## src/rtl/ncor_pkg.sv

```systemverilog
// Shared types, default constants and the saturating adder for the ncor counter ingress.
package ncor_pkg;

  localparam int unsigned DefWidth    = 32;
  localparam int unsigned DefNumctpt  = 2;
  localparam int unsigned DefNumaddr  = 8192;
  localparam int unsigned DefBitaddr  = 13;
  localparam int unsigned DefFifodpth = 4;
  localparam int unsigned DefBitfifo  = 2;
  localparam int unsigned DefMaxout   = 4;

  // Request entry at the default geometry
  typedef struct packed {
    logic [DefBitaddr-1:0] adr;
    logic [DefWidth-1:0]   imm;
  } req_entry_t;

  // Unsigned add of two width-bit values (width <= 64), clamped to 2^width-1
  function automatic logic [63:0] sat_add(input logic [63:0] a, input logic [63:0] b,
                                          input int unsigned width);
    logic [64:0] sum;
    logic [64:0] max;
    sum = {1'b0, a} + {1'b0, b};
    max = (65'd1 << width) - 65'd1;
    return (sum > max) ? max[63:0] : sum[63:0];
  endfunction

endpackage

```

## src/rtl/ncor_coalesce_fifo.sv

```systemverilog
// One counter port: request FIFO with tail coalescing, issue throttling and credit tracking.
module ncor_coalesce_fifo
  import ncor_pkg::*;
#(
  parameter int unsigned WIDTH    = DefWidth,
  parameter int unsigned BITADDR  = DefBitaddr,
  parameter int unsigned FIFODPTH = DefFifodpth,
  parameter int unsigned BITFIFO  = DefBitfifo,
  parameter int unsigned MAXOUT   = DefMaxout
) (
  input  logic               clk,
  input  logic               rst,
  input  logic               ready,
  input  logic               req_vld,
  input  logic [BITADDR-1:0] req_adr,
  input  logic [WIDTH-1:0]   req_imm,
  output logic               req_rdy,
  output logic               issue,
  output logic [BITADDR-1:0] head_adr,
  output logic [WIDTH-1:0]   head_imm,
  input  logic               ct_vld,
  input  logic               ct_serr,
  input  logic               ct_derr,
  output logic               sat_flag,
  output logic               err_flag,
  output logic               serr_flag,
  output logic               port_idle
);

  typedef struct packed {
    logic [BITADDR-1:0] adr;
    logic [WIDTH-1:0]   imm;
  } entry_t;

  entry_t             mem_q [FIFODPTH];
  logic [BITFIFO-1:0] wr_ptr_q, rd_ptr_q, tail_ptr;
  logic [BITFIFO:0]   cnt_q, cnt_d;
  logic [3:0]         out_q, out_d;
  logic               nonempty, accept, coal, push, pop, dec;
  logic [WIDTH:0]     raw_sum;
  logic [63:0]        sum_wide;
  logic [WIDTH-1:0]   sum_val;
  logic               sum_sat;

  assign nonempty = (cnt_q != '0);
  assign req_rdy  = (cnt_q != (BITFIFO+1)'(FIFODPTH));
  assign accept   = req_vld & req_rdy;
  assign pop      = nonempty & ready & (out_q < 4'(MAXOUT));
  assign tail_ptr = wr_ptr_q - 1'b1;

  // The tail may only absorb a request if it is not leaving the FIFO this cycle
  assign coal = accept & nonempty & (mem_q[tail_ptr].adr == req_adr) &
                ~(pop & (cnt_q == (BITFIFO+1)'(1)));
  assign push = accept & ~coal;

  assign raw_sum  = {1'b0, mem_q[tail_ptr].imm} + {1'b0, req_imm};
  assign sum_sat  = raw_sum[WIDTH];
  assign sum_wide = sat_add(64'(mem_q[tail_ptr].imm), 64'(req_imm), WIDTH);
  assign sum_val  = sum_wide[WIDTH-1:0];

  assign dec       = ct_vld & (out_q != '0);
  assign issue     = pop;
  assign head_adr  = mem_q[rd_ptr_q].adr;
  assign head_imm  = mem_q[rd_ptr_q].imm;
  assign port_idle = ~nonempty & (out_q == '0);

  always_comb begin
    cnt_d = cnt_q;
    unique case ({push, pop})
      2'b10:   cnt_d = cnt_q + 1'b1;
      2'b01:   cnt_d = cnt_q - 1'b1;
      default: cnt_d = cnt_q;
    endcase
  end

  always_comb begin
    out_d = out_q;
    unique case ({pop, dec})
      2'b10:   out_d = out_q + 1'b1;
      2'b01:   out_d = out_q - 1'b1;
      default: out_d = out_q;
    endcase
  end

  always_ff @(posedge clk or negedge rst) begin
    if (!rst) begin
      wr_ptr_q  <= '0;
      rd_ptr_q  <= '0;
      cnt_q     <= '0;
      out_q     <= '0;
      sat_flag  <= 1'b0;
      err_flag  <= 1'b0;
      serr_flag <= 1'b0;
    end else begin
      cnt_q <= cnt_d;
      out_q <= out_d;
      if (push) wr_ptr_q <= wr_ptr_q + 1'b1;
      if (pop)  rd_ptr_q <= rd_ptr_q + 1'b1;
      if (coal && sum_sat) sat_flag <= 1'b1;
      // A completion with nothing outstanding is a protocol error
      if (ct_vld && (ct_derr || (out_q == '0))) err_flag <= 1'b1;
      if (ct_vld && ct_serr) serr_flag <= 1'b1;
    end
  end

  always_ff @(posedge clk) begin
    if (push) begin
      mem_q[wr_ptr_q] <= '{adr: req_adr, imm: req_imm};
    end else if (coal) begin
      mem_q[tail_ptr].imm <= sum_val;
    end
  end

endmodule

```

## src/rtl/ncor_cnt_ingress.sv

```systemverilog
// Ingress feeder for the ncor1a counter core: per-port coalescing FIFOs with registered issue.
module ncor_cnt_ingress
  import ncor_pkg::*;
#(
  parameter int unsigned WIDTH    = DefWidth,
  parameter int unsigned NUMCTPT  = DefNumctpt,
  parameter int unsigned NUMADDR  = DefNumaddr,
  parameter int unsigned BITADDR  = DefBitaddr,
  parameter int unsigned FIFODPTH = DefFifodpth,
  parameter int unsigned BITFIFO  = DefBitfifo,
  parameter int unsigned MAXOUT   = DefMaxout
) (
  input  logic                       clk,
  input  logic                       rst,
  input  logic                       ready,
  input  logic [NUMCTPT-1:0]         req_vld,
  input  logic [NUMCTPT*BITADDR-1:0] req_adr,
  input  logic [NUMCTPT*WIDTH-1:0]   req_imm,
  output logic [NUMCTPT-1:0]         req_rdy,
  output logic [NUMCTPT-1:0]         cnt,
  output logic [NUMCTPT*BITADDR-1:0] ct_adr,
  output logic [NUMCTPT*WIDTH-1:0]   imm,
  input  logic [NUMCTPT-1:0]         ct_vld,
  input  logic [NUMCTPT-1:0]         ct_serr,
  input  logic [NUMCTPT-1:0]         ct_derr,
  output logic [NUMCTPT-1:0]         sat_flag,
  output logic [NUMCTPT-1:0]         err_flag,
  output logic [NUMCTPT-1:0]         serr_flag,
  output logic                       idle
);

  logic [NUMCTPT-1:0]         issue, port_idle;
  logic [NUMCTPT*BITADDR-1:0] head_adr;
  logic [NUMCTPT*WIDTH-1:0]   head_imm;

  for (genvar p = 0; p < NUMCTPT; p++) begin : g_port
    ncor_coalesce_fifo #(
      .WIDTH    (WIDTH),
      .BITADDR  (BITADDR),
      .FIFODPTH (FIFODPTH),
      .BITFIFO  (BITFIFO),
      .MAXOUT   (MAXOUT)
    ) u_fifo (
      .clk       (clk),
      .rst       (rst),
      .ready     (ready),
      .req_vld   (req_vld[p]),
      .req_adr   (req_adr[p*BITADDR +: BITADDR]),
      .req_imm   (req_imm[p*WIDTH +: WIDTH]),
      .req_rdy   (req_rdy[p]),
      .issue     (issue[p]),
      .head_adr  (head_adr[p*BITADDR +: BITADDR]),
      .head_imm  (head_imm[p*WIDTH +: WIDTH]),
      .ct_vld    (ct_vld[p]),
      .ct_serr   (ct_serr[p]),
      .ct_derr   (ct_derr[p]),
      .sat_flag  (sat_flag[p]),
      .err_flag  (err_flag[p]),
      .serr_flag (serr_flag[p]),
      .port_idle (port_idle[p])
    );
  end

  // Core-facing outputs: strobe each cycle, address/immediate hold between issues
  always_ff @(posedge clk or negedge rst) begin
    if (!rst) begin
      cnt    <= '0;
      ct_adr <= '0;
      imm    <= '0;
    end else begin
      cnt <= issue;
      for (int p = 0; p < int'(NUMCTPT); p++) begin
        if (issue[p]) begin
          ct_adr[p*BITADDR +: BITADDR] <= head_adr[p*BITADDR +: BITADDR];
          imm[p*WIDTH +: WIDTH]        <= head_imm[p*WIDTH +: WIDTH];
        end
      end
    end
  end

  assign idle = &port_idle;

endmodule

```

## config.mk

```make
export PLATFORM = sky130hd
export DESIGN_NAME = ncor_cnt_ingress
export DESIGN_NICKNAME = d
export VERILOG_FILES = /design/src/rtl/ncor_pkg.sv /design/src/rtl/ncor_coalesce_fifo.sv /design/src/rtl/ncor_cnt_ingress.sv
export SDC_FILE = /design/constraint.sdc
export NUM_CORES = 1
export LEC_CHECK = 0
export CAP_MARGIN = 20
export CORE_MARGIN = 2
export CORE_UTILIZATION = 40
export DETAILED_ROUTE_END_ITERATION = 10
export PLACE_DENSITY = 0.66
export SYNTH_ARGS = -nofsm -noshare
export SYNTH_HDL_FRONTEND = slang
export SYNTH_HIERARCHICAL = 1
export SYNTH_SLANG_ARGS = --single-unit
```

## constraint.sdc

```tcl
create_clock -name clk -period 5.7 [get_ports clk]
set_input_delay 1.14 -clock clk [delete_from_list [all_inputs] [get_ports clk]]
set_output_delay 1.14 -clock clk [all_outputs]
set_load 0.02 [all_outputs]
```

# After elaboration in Yosys (flattened, before gate mapping)
# Memories as Yosys holds them, arrays and structs flattened. A register that Yosys moved wholly into a read port is not among the register bits.
# Index checks and enable logic that the tools add are counted.
# op_classes
add_sub_neg	18
mul	0
n_div	0
magnitude_cmp	4
eq_ne	14
n_shift	0
mux	22
n_bitwise	26
n_reduce_logical	23
# op_table
cell	n
$add A32 B32 Y33	4
$mux W45	2
$reduce_or A45 Y1	2
$gt A33 B32 Y1 const B	2
$mux W32	2
$eq A13 B13 Y1	2
$and A1 B1 Y1	20
$pmux W4 S2	2
$pmux W3 S2	2
$mux W1	10
$add A2 B1 Y2 const B	4
$add A4 B1 Y4 const B	2
$eq A2 B1 Y1 const B	4
$eq A2 B2 Y1 const B	4
$logic_not A4 Y1	2
$lt A4 B3 Y1 const B	2
$mux W2	4
$reduce_bool A2 Y1	4
$reduce_bool A4 Y1	2
$sub A4 B1 Y4 const B	2
$add A3 B1 Y3 const B	2
$eq A3 B1 Y1 const B	2
$logic_and A1 B1 Y1	6
$ne A3 B3 Y1 const B	2
7 further kinds	17
# word_totals
register_bits	30
latchBits	0
ram_bits	360
rom_bits	0
in_bits	101
out_inout_bits	101
wordCells	124
mem_count	2
# memory_table
memory	words	word_bits	rd	rd_ports_with_merged_regs	write_ports	line_no	text
g_port[0].u_fifo.mem_q	4	45	2	1	1	ncor_coalesce_fifo.sv:35	entry_t mem_q [FIFODPTH];
g_port[1].u_fifo.mem_q	4	45	2	1	1	ncor_coalesce_fifo.sv:35	

# Logic depth before layout (Yosys ltp)
# depth
word_depth	12
depth_mapped	17
mapped_depth_nobuf	13

# Modules after synthesis
# Netlist, hierarchy kept.
# by_module_without_submodules
module	instances	cells_per_inst	area_per_inst_um2	seq_area_each_um2
ncor_coalesce_fifo (g_port[0].u_fifo)	1	759	10772.8	5755.5
ncor_coalesce_fifo (g_port[1].u_fifo)	1	715	10741.6	5755.5
ncor_cnt_ingress	1	193	3804.9	2302.2

# Worst setup path after synthesis
# OpenSTA, ideal clock, no wires.
# synth_path
path_kind	input-to-reg
start	input req_adr[2]
end	memory g_port[0].u_fifo/mem_q[3][0] (netlist name), enable pin
setup_ns	0.468
arrival_time_ns	4.753
t_required_ns	5.232
path_slack_ns	0.479
stages	7
path_buffers	0
cell_sequence	xnor2_1 > nor3_1 > o211ai_1 > nor4_4 > a31oi_1 > a21oi_1 > nor3b_1
# synth_via
elab_chain_len	9
word_cells_on_any_way	13
classes_between	1 x eq/ne; 7 x mux; 4 x bitwise; 1 x reduce/logical
# synth_rtl
item	line_no	text
start: declaration	ncor_cnt_ingress.sv:17	input logic [NUMCTPT*BITADDR-1:0] req_adr,
$eq A13 B13 Y1 *	ncor_coalesce_fifo.sv:52	assign coal = accept & nonempty & (mem_q[tail_ptr].adr == req_adr) &
$and A1 B1 Y1 * (2 in series)	ncor_coalesce_fifo.sv:52	
$not A1 Y1	ncor_coalesce_fifo.sv:54	assign push = accept & ~coal;
$and A1 B1 Y1	ncor_coalesce_fifo.sv:54	
$mux W1	ncor_coalesce_fifo.sv:107	if (push) begin
$mux W1 (implied by the code)	ncor_coalesce_fifo.sv:110	mem_q[tail_ptr].imm <= sum_val;
$reduce_or A45 Y1 (no source line)	-	
$mux W2 (no source line)	-	
end: declaration	ncor_coalesce_fifo.sv:35	
# Every way passes the cells marked *; elsewhere a longest branch is shown, timed or not.

# Worst setup path in the final report
# layout_path
start	register g_port[1].u_fifo.wr_ptr_q[1]
end	memory g_port[1].u_fifo/mem_q[1][19] (netlist name), data pin
# layout_via
elab_chain_len	11
word_cells_on_any_way	15
classes_between	2 x add/sub; 1 x order compare; 1 x eq/ne; 5 x mux; 4 x bitwise; 1 x reduce/logical; 1 x memory
# layout_rtl
item	line_no	text
start: declaration	ncor_coalesce_fifo.sv:36	logic [BITFIFO-1:0] wr_ptr_q, rd_ptr_q, tail_ptr;
start signal: assignment	ncor_coalesce_fifo.sv:97	if (push) wr_ptr_q <= wr_ptr_q + 1'b1;
$sub A2 B1 Y2 *	ncor_coalesce_fifo.sv:49	assign tail_ptr = wr_ptr_q - 1'b1;
$mem_v2 Z4 W45 *	-	
parallel branches: the longest is 8 deep, another holds $add A32 B32 Y33	-	
$mux W45 (no source line) *	-	
end: declaration	ncor_coalesce_fifo.sv:35	
# Mark *: on every way between the ends. The select of a mux whose other input is x is not followed.

==> flow_metrics.env <==
export IMPL_final_core_util=0.478
export IMPL_fp_coreArea_sq_um=62900
export IMPL_worst_hold_path_num_cells=1
export IMPL_grt_start_max_net_pins=70
export IMPL_clk_root_buffer_cell="sky130_fd_sc_hd__clkbuf_16"
export IMPL_fin_tns_setup_ns=0
export IMPL_synth_cell_types=79
export IMPL_setup_repair_after_global_routing_missed_its_margin="no"
export IMPL_yosys_register_bits=480
export IMPL_cellPowerDensity_nw_per_um2=585
export IMPL_route_detailed_wl_per_inst_um=21.6
export IMPL_global_route_usage_met2=0.298
export IMPL_worstSetupStartpointType="register"
export IMPL_vias_per_cell=5.62
export IMPL_synth_top_cell_area_share=0.427
export IMPL_final_setup_skew_ns=0.0433
export IMPL_post_cts_buffers=0
export IMPL_final_hold_viol_count=0
export IMPL_number_of_enable_type_register_cells_in_the_synthesized_netlist=360
export IMPL_timing_final_setup_violations=0
export IMPL_cts_resized=0
export IMPL_start_util=0.403
export IMPL_drive_above_1_share=0.221
export IMPL_first_pass_iters=5
export IMPL_ctsHtreeMaxLevel=2
export IMPL_grt_usage=0.182
export IMPL_crit_path_kind="reg -> reg"
export IMPL_clock_period_minus_worst_slack_ns=4.86
export IMPL_total_placed_cells_including_tap_cells=2673
export IMPL_globalRouteMet3Util=0.0346
export IMPL_clk_pin_slew_worst_paths_ns=0.06
export IMPL_relSlewSlack=0.317
export IMPL_worst_path_max_fanout=40
export IMPL_number_of_core_rows=92
export IMPL_power_ir_vdd_worst_mv=0.340
export IMPL_post_cts_hold_buffer_count=0
export IMPL_reg2regPathDepth=12
export IMPL_clk_latency_ns=0.62
export IMPL_postSynth_topFlopCell="sky130_fd_sc_hd__edfxtp_1"
export IMPL_ys_top_cells_by_area="sky130_fd_sc_hd__edfxtp_1, sky130_fd_sc_hd__mux4_2, sky130_fd_sc_hd__dfrtp_1"
export IMPL_die_h_um=256
export IMPL_cp_data_required_time_ns=5.98
export IMPL_finalNonFillerCells=2772
export IMPL_drt_total_wl_mm=60.0
export IMPL_die_width_um=256
export IMPL_clockBufferDepth=3
export IMPL_worst_slew_pin_transition_ns=1.02
export IMPL_postPlaceCellArea_sq_um=28300
export IMPL_postSynthAreaPerCell_sq_um=15.2
export IMPL_synth_cells=1667
export IMPL_worst_endpoint_arrival_ns=5.15
export IMPL_final_design_area_no_fill_sq_um=30000
export IMPL_via_count_of_the_first_global_routing_pass=16100
export IMPL_yosysSeqAreaShare=0.546
export IMPL_pin_count=202
export IMPL_detail_route_iter0_violations=1136
export IMPL_clock_sinks=480
export IMPL_place_hpwl_mm=40.1
export IMPL_grt_overflow_total=0
export IMPL_synthesis_area_sq_um=25300
export IMPL_die_area_sq_um=65300
export IMPL_top_usage_layer="met2"
export IMPL_final_setup_worst_slack_ns=0.837
export IMPL_final_period_utilization=0.853
export IMPL_ys_warnings_count=6
export IMPL_critPathCaptureType="register"
export IMPL_synth_async_sr_flop_share=0.250
export IMPL_initial_antenna_violation_count=1
export IMPL_fmaxAchievable_ghz=0.206
export IMPL_tritoncts_num_buffers=53
export IMPL_leak_pwr_uw=0.0109
export IMPL_detailedPlace_worstSlack_ns=0.783
export IMPL_tritoncts="built"
export IMPL_place_gp_congestion=0.868
export IMPL_netlist_top_cell_by_area="sky130_fd_sc_hd__edfxtp_1"
export IMPL_layout_area_overhead_vs_synth_pct=18.6
export IMPL_drv_slew=0
export IMPL_grt_pass1_wl_mm=93.2
export IMPL_via_count_of_the_routed_design=15600
export IMPL_grt_use_met1=0.243
export IMPL_result_of_the_run="finished, final reports clean"
export IMPL_min_delay_path_class="reg -> reg"
export IMPL_synth_net_count=1852
export IMPL_final_nets=2067
export IMPL_place_port_buffers=201
export IMPL_drv_max_cap_violation_count=0
export IMPL_drt_drc_violations_left=0
export IMPL_residual_antenna_violating_net_count_after_detailed_routing=0
-- report_power, final --
part           internal, uW  leakage [uW]  total (uW)  switching, uW
registers              4780       0.00471        5610            824
clock network          1970      0.000836        3380           1410
logic                  4250       0.00540        8580           4330
-- cells in the mapped netlist, types with 4 or more instances --
library cell and n:
sky130_fd_sc_hd__mux4_2 175, sky130_fd_sc_hd__mux2_4 80, sky130_fd_sc_hd__nor3_1 18, sky130_fd_sc_hd__o21ai_1 13, sky130_fd_sc_hd__inv_1 39, sky130_fd_sc_hd__o211ai_1 10
sky130_fd_sc_hd__o21ai_0 42, sky130_fd_sc_hd__xor2_1 46, sky130_fd_sc_hd__or3_1 4, sky130_fd_sc_hd__nor2b_1 12, sky130_fd_sc_hd__o21a_1 11, sky130_fd_sc_hd__and2_1 36
sky130_fd_sc_hd__xnor2_1 58, sky130_fd_sc_hd__a31oi_1 11, sky130_fd_sc_hd__nor4_1 6, sky130_fd_sc_hd__nor2_1 58, sky130_fd_sc_hd__clkbuf_1 37, sky130_fd_sc_hd__ha_1 80
sky130_fd_sc_hd__a21o_1 49, sky130_fd_sc_hd__buf_6 4, sky130_fd_sc_hd__and3_1 7, sky130_fd_sc_hd__dfrtp_1 120, sky130_fd_sc_hd__nand2b_1 11, sky130_fd_sc_hd__a21oi_1 134
sky130_fd_sc_hd__a221oi_1 5, sky130_fd_sc_hd__fa_1 4, sky130_fd_sc_hd__buf_12 8, sky130_fd_sc_hd__nand3_1 13, sky130_fd_sc_hd__nand4_1 5, sky130_fd_sc_hd__edfxtp_1 360
sky130_fd_sc_hd__buf_1 17, sky130_fd_sc_hd__mux2i_1 12, sky130_fd_sc_hd__a211oi_1 5, sky130_fd_sc_hd__mux2_2 12, sky130_fd_sc_hd__a41oi_1 4, sky130_fd_sc_hd__nand2_1 76
sky130_fd_sc_hd__o21bai_1 9, sky130_fd_sc_hd__buf_2 13
-- worst max-delay path, cell delays in order (launching register included) --
cell and delay, ns:
sky130_fd_sc_hd__dfrtp_4 0.97, sky130_fd_sc_hd__buf_4 0.45, sky130_fd_sc_hd__mux4_2 0.56, sky130_fd_sc_hd__ha_1 0.34, sky130_fd_sc_hd__and2_1 0.22, sky130_fd_sc_hd__nand2_1 0.11
sky130_fd_sc_hd__nand2_1 0.06, sky130_fd_sc_hd__a21oi_1 0.16, sky130_fd_sc_hd__o311a_1 0.27, sky130_fd_sc_hd__o31ai_4 0.10, sky130_fd_sc_hd__a41oi_2 0.23, sky130_fd_sc_hd__nor2b_1 0.74
sky130_fd_sc_hd__a21oi_1 0.31
-- cells by family (layout without fill, tap and decap cells) --
kind of cell,after synthesis,count (layout),synth area share
AOI/OAI and AO/OA,330,330,0.0822
xor gates and xnor gates,106,106,0.0373
adders and majority gates,84,84,0.0427
buffers and inverters,122,380,0.0255
DFF,480,480,0.546
muxes,279,279,0.213
other,0,1,0
and+or+nand+nor,266,266,0.0536
-- per-layer routing --
| layer | up-vias | wire length (um) |
|---|---|---|
| met3 | 109 | 3620 |
| met2 | 513 | 28600 |
| met1 | 7944 | 25600 |
| met4 | 2 | 2110 |
| met5 | - | 11 |
| li1 | 6998 | - |
-- path summary, 6_finish.rpt --
path | from | endpoint | slack, ns
worst min register to register | g_port[1].u_fifo/serr_flag | g_port[1].u_fifo/serr_flag | 0.46
max in group asynchronous | rst | imm[24] | 4.34
worst max register to register | g_port[1].u_fifo/wr_ptr_q[1] | g_port[1].u_fifo/mem_q[1][19] | 0.84
worst min-delay path | g_port[1].u_fifo/serr_flag | g_port[1].u_fifo/serr_flag | 0.46
min in group asynchronous | rst | imm[52] | 0.48
worst max-delay path | g_port[1].u_fifo/wr_ptr_q[1] | g_port[1].u_fifo/mem_q[1][19] | 0.84
-- per-stage QoR --
| step | hold slack, ns | power, uW |
|---|---|---|
| final | 0.455 | 17600 |
| after global placement | 0.442 | 14100 |
| after detailed placement | 0.449 | 14200 |
| after global routing | 0.472 | 18600 |
| after CTS | 0.458 | 17700 |
| after floorplan | 0.465 | 11700 |
-- state kept, by name (all words and copies together) (netlist names) --
register / flops
cnt: 2
g_port.u_fifo/wr_ptr_q: 4
g_port.u_fifo/serr_flag: 2
g_port.u_fifo/sat_flag: 2
g_port.u_fifo/err_flag: 2
imm: 64
g_port.u_fifo/cnt_q: 6
g_port.u_fifo/mem_q: 360
g_port.u_fifo/out_q: 8
ct_adr: 26
g_port.u_fifo/rd_ptr_q: 4
-- final cells by class --
| cell class | instances | area [sq um] |
|---|---|---|
| diodes | 1 | 2.50 |
| clock buffers | 64 | 1390 |
| clock inverters | 34 | 349 |
| fillers | 5403 | 32800 |
| inverters | 39 | 146 |
| multi-input cells | 1065 | 10900 |
| flip-flops and latches | 480 | 13800 |
| well taps | 846 | 1060 |
| repair buffers | 243 | 2350 |
-- layout by cell type (no fill, tap or decap), types with 13 or more instances in the layout --
| cell | Yosys | layout |
|---|---|---|
| sky130_fd_sc_hd__edfxtp_1 | 360 | 360 |
| sky130_fd_sc_hd__clkdlybuf4s50_1 | 0 | 200 |
| sky130_fd_sc_hd__mux4_2 | 175 | 175 |
| sky130_fd_sc_hd__a21oi_1 | 134 | 134 |
| sky130_fd_sc_hd__dfrtp_1 | 120 | 112 |
| sky130_fd_sc_hd__mux2_4 | 80 | 80 |
| sky130_fd_sc_hd__ha_1 | 80 | 80 |
| sky130_fd_sc_hd__nand2_1 | 76 | 76 |
| sky130_fd_sc_hd__xnor2_1 | 58 | 58 |
| sky130_fd_sc_hd__nor2_1 | 58 | 58 |
| sky130_fd_sc_hd__clkbuf_16 | 0 | 53 |
| sky130_fd_sc_hd__a21o_1 | 49 | 49 |
| sky130_fd_sc_hd__xor2_1 | 46 | 46 |
| sky130_fd_sc_hd__o21ai_0 | 42 | 42 |
| sky130_fd_sc_hd__buf_4 | 3 | 40 |
| sky130_fd_sc_hd__inv_1 | 39 | 37 |
| sky130_fd_sc_hd__and2_1 | 36 | 36 |
| sky130_fd_sc_hd__clkinv_1 | 0 | 13 |
| sky130_fd_sc_hd__nand3_1 | 13 | 13 |
| sky130_fd_sc_hd__o21ai_1 | 13 | 13 |
Power figures use the tool's default switching activity.
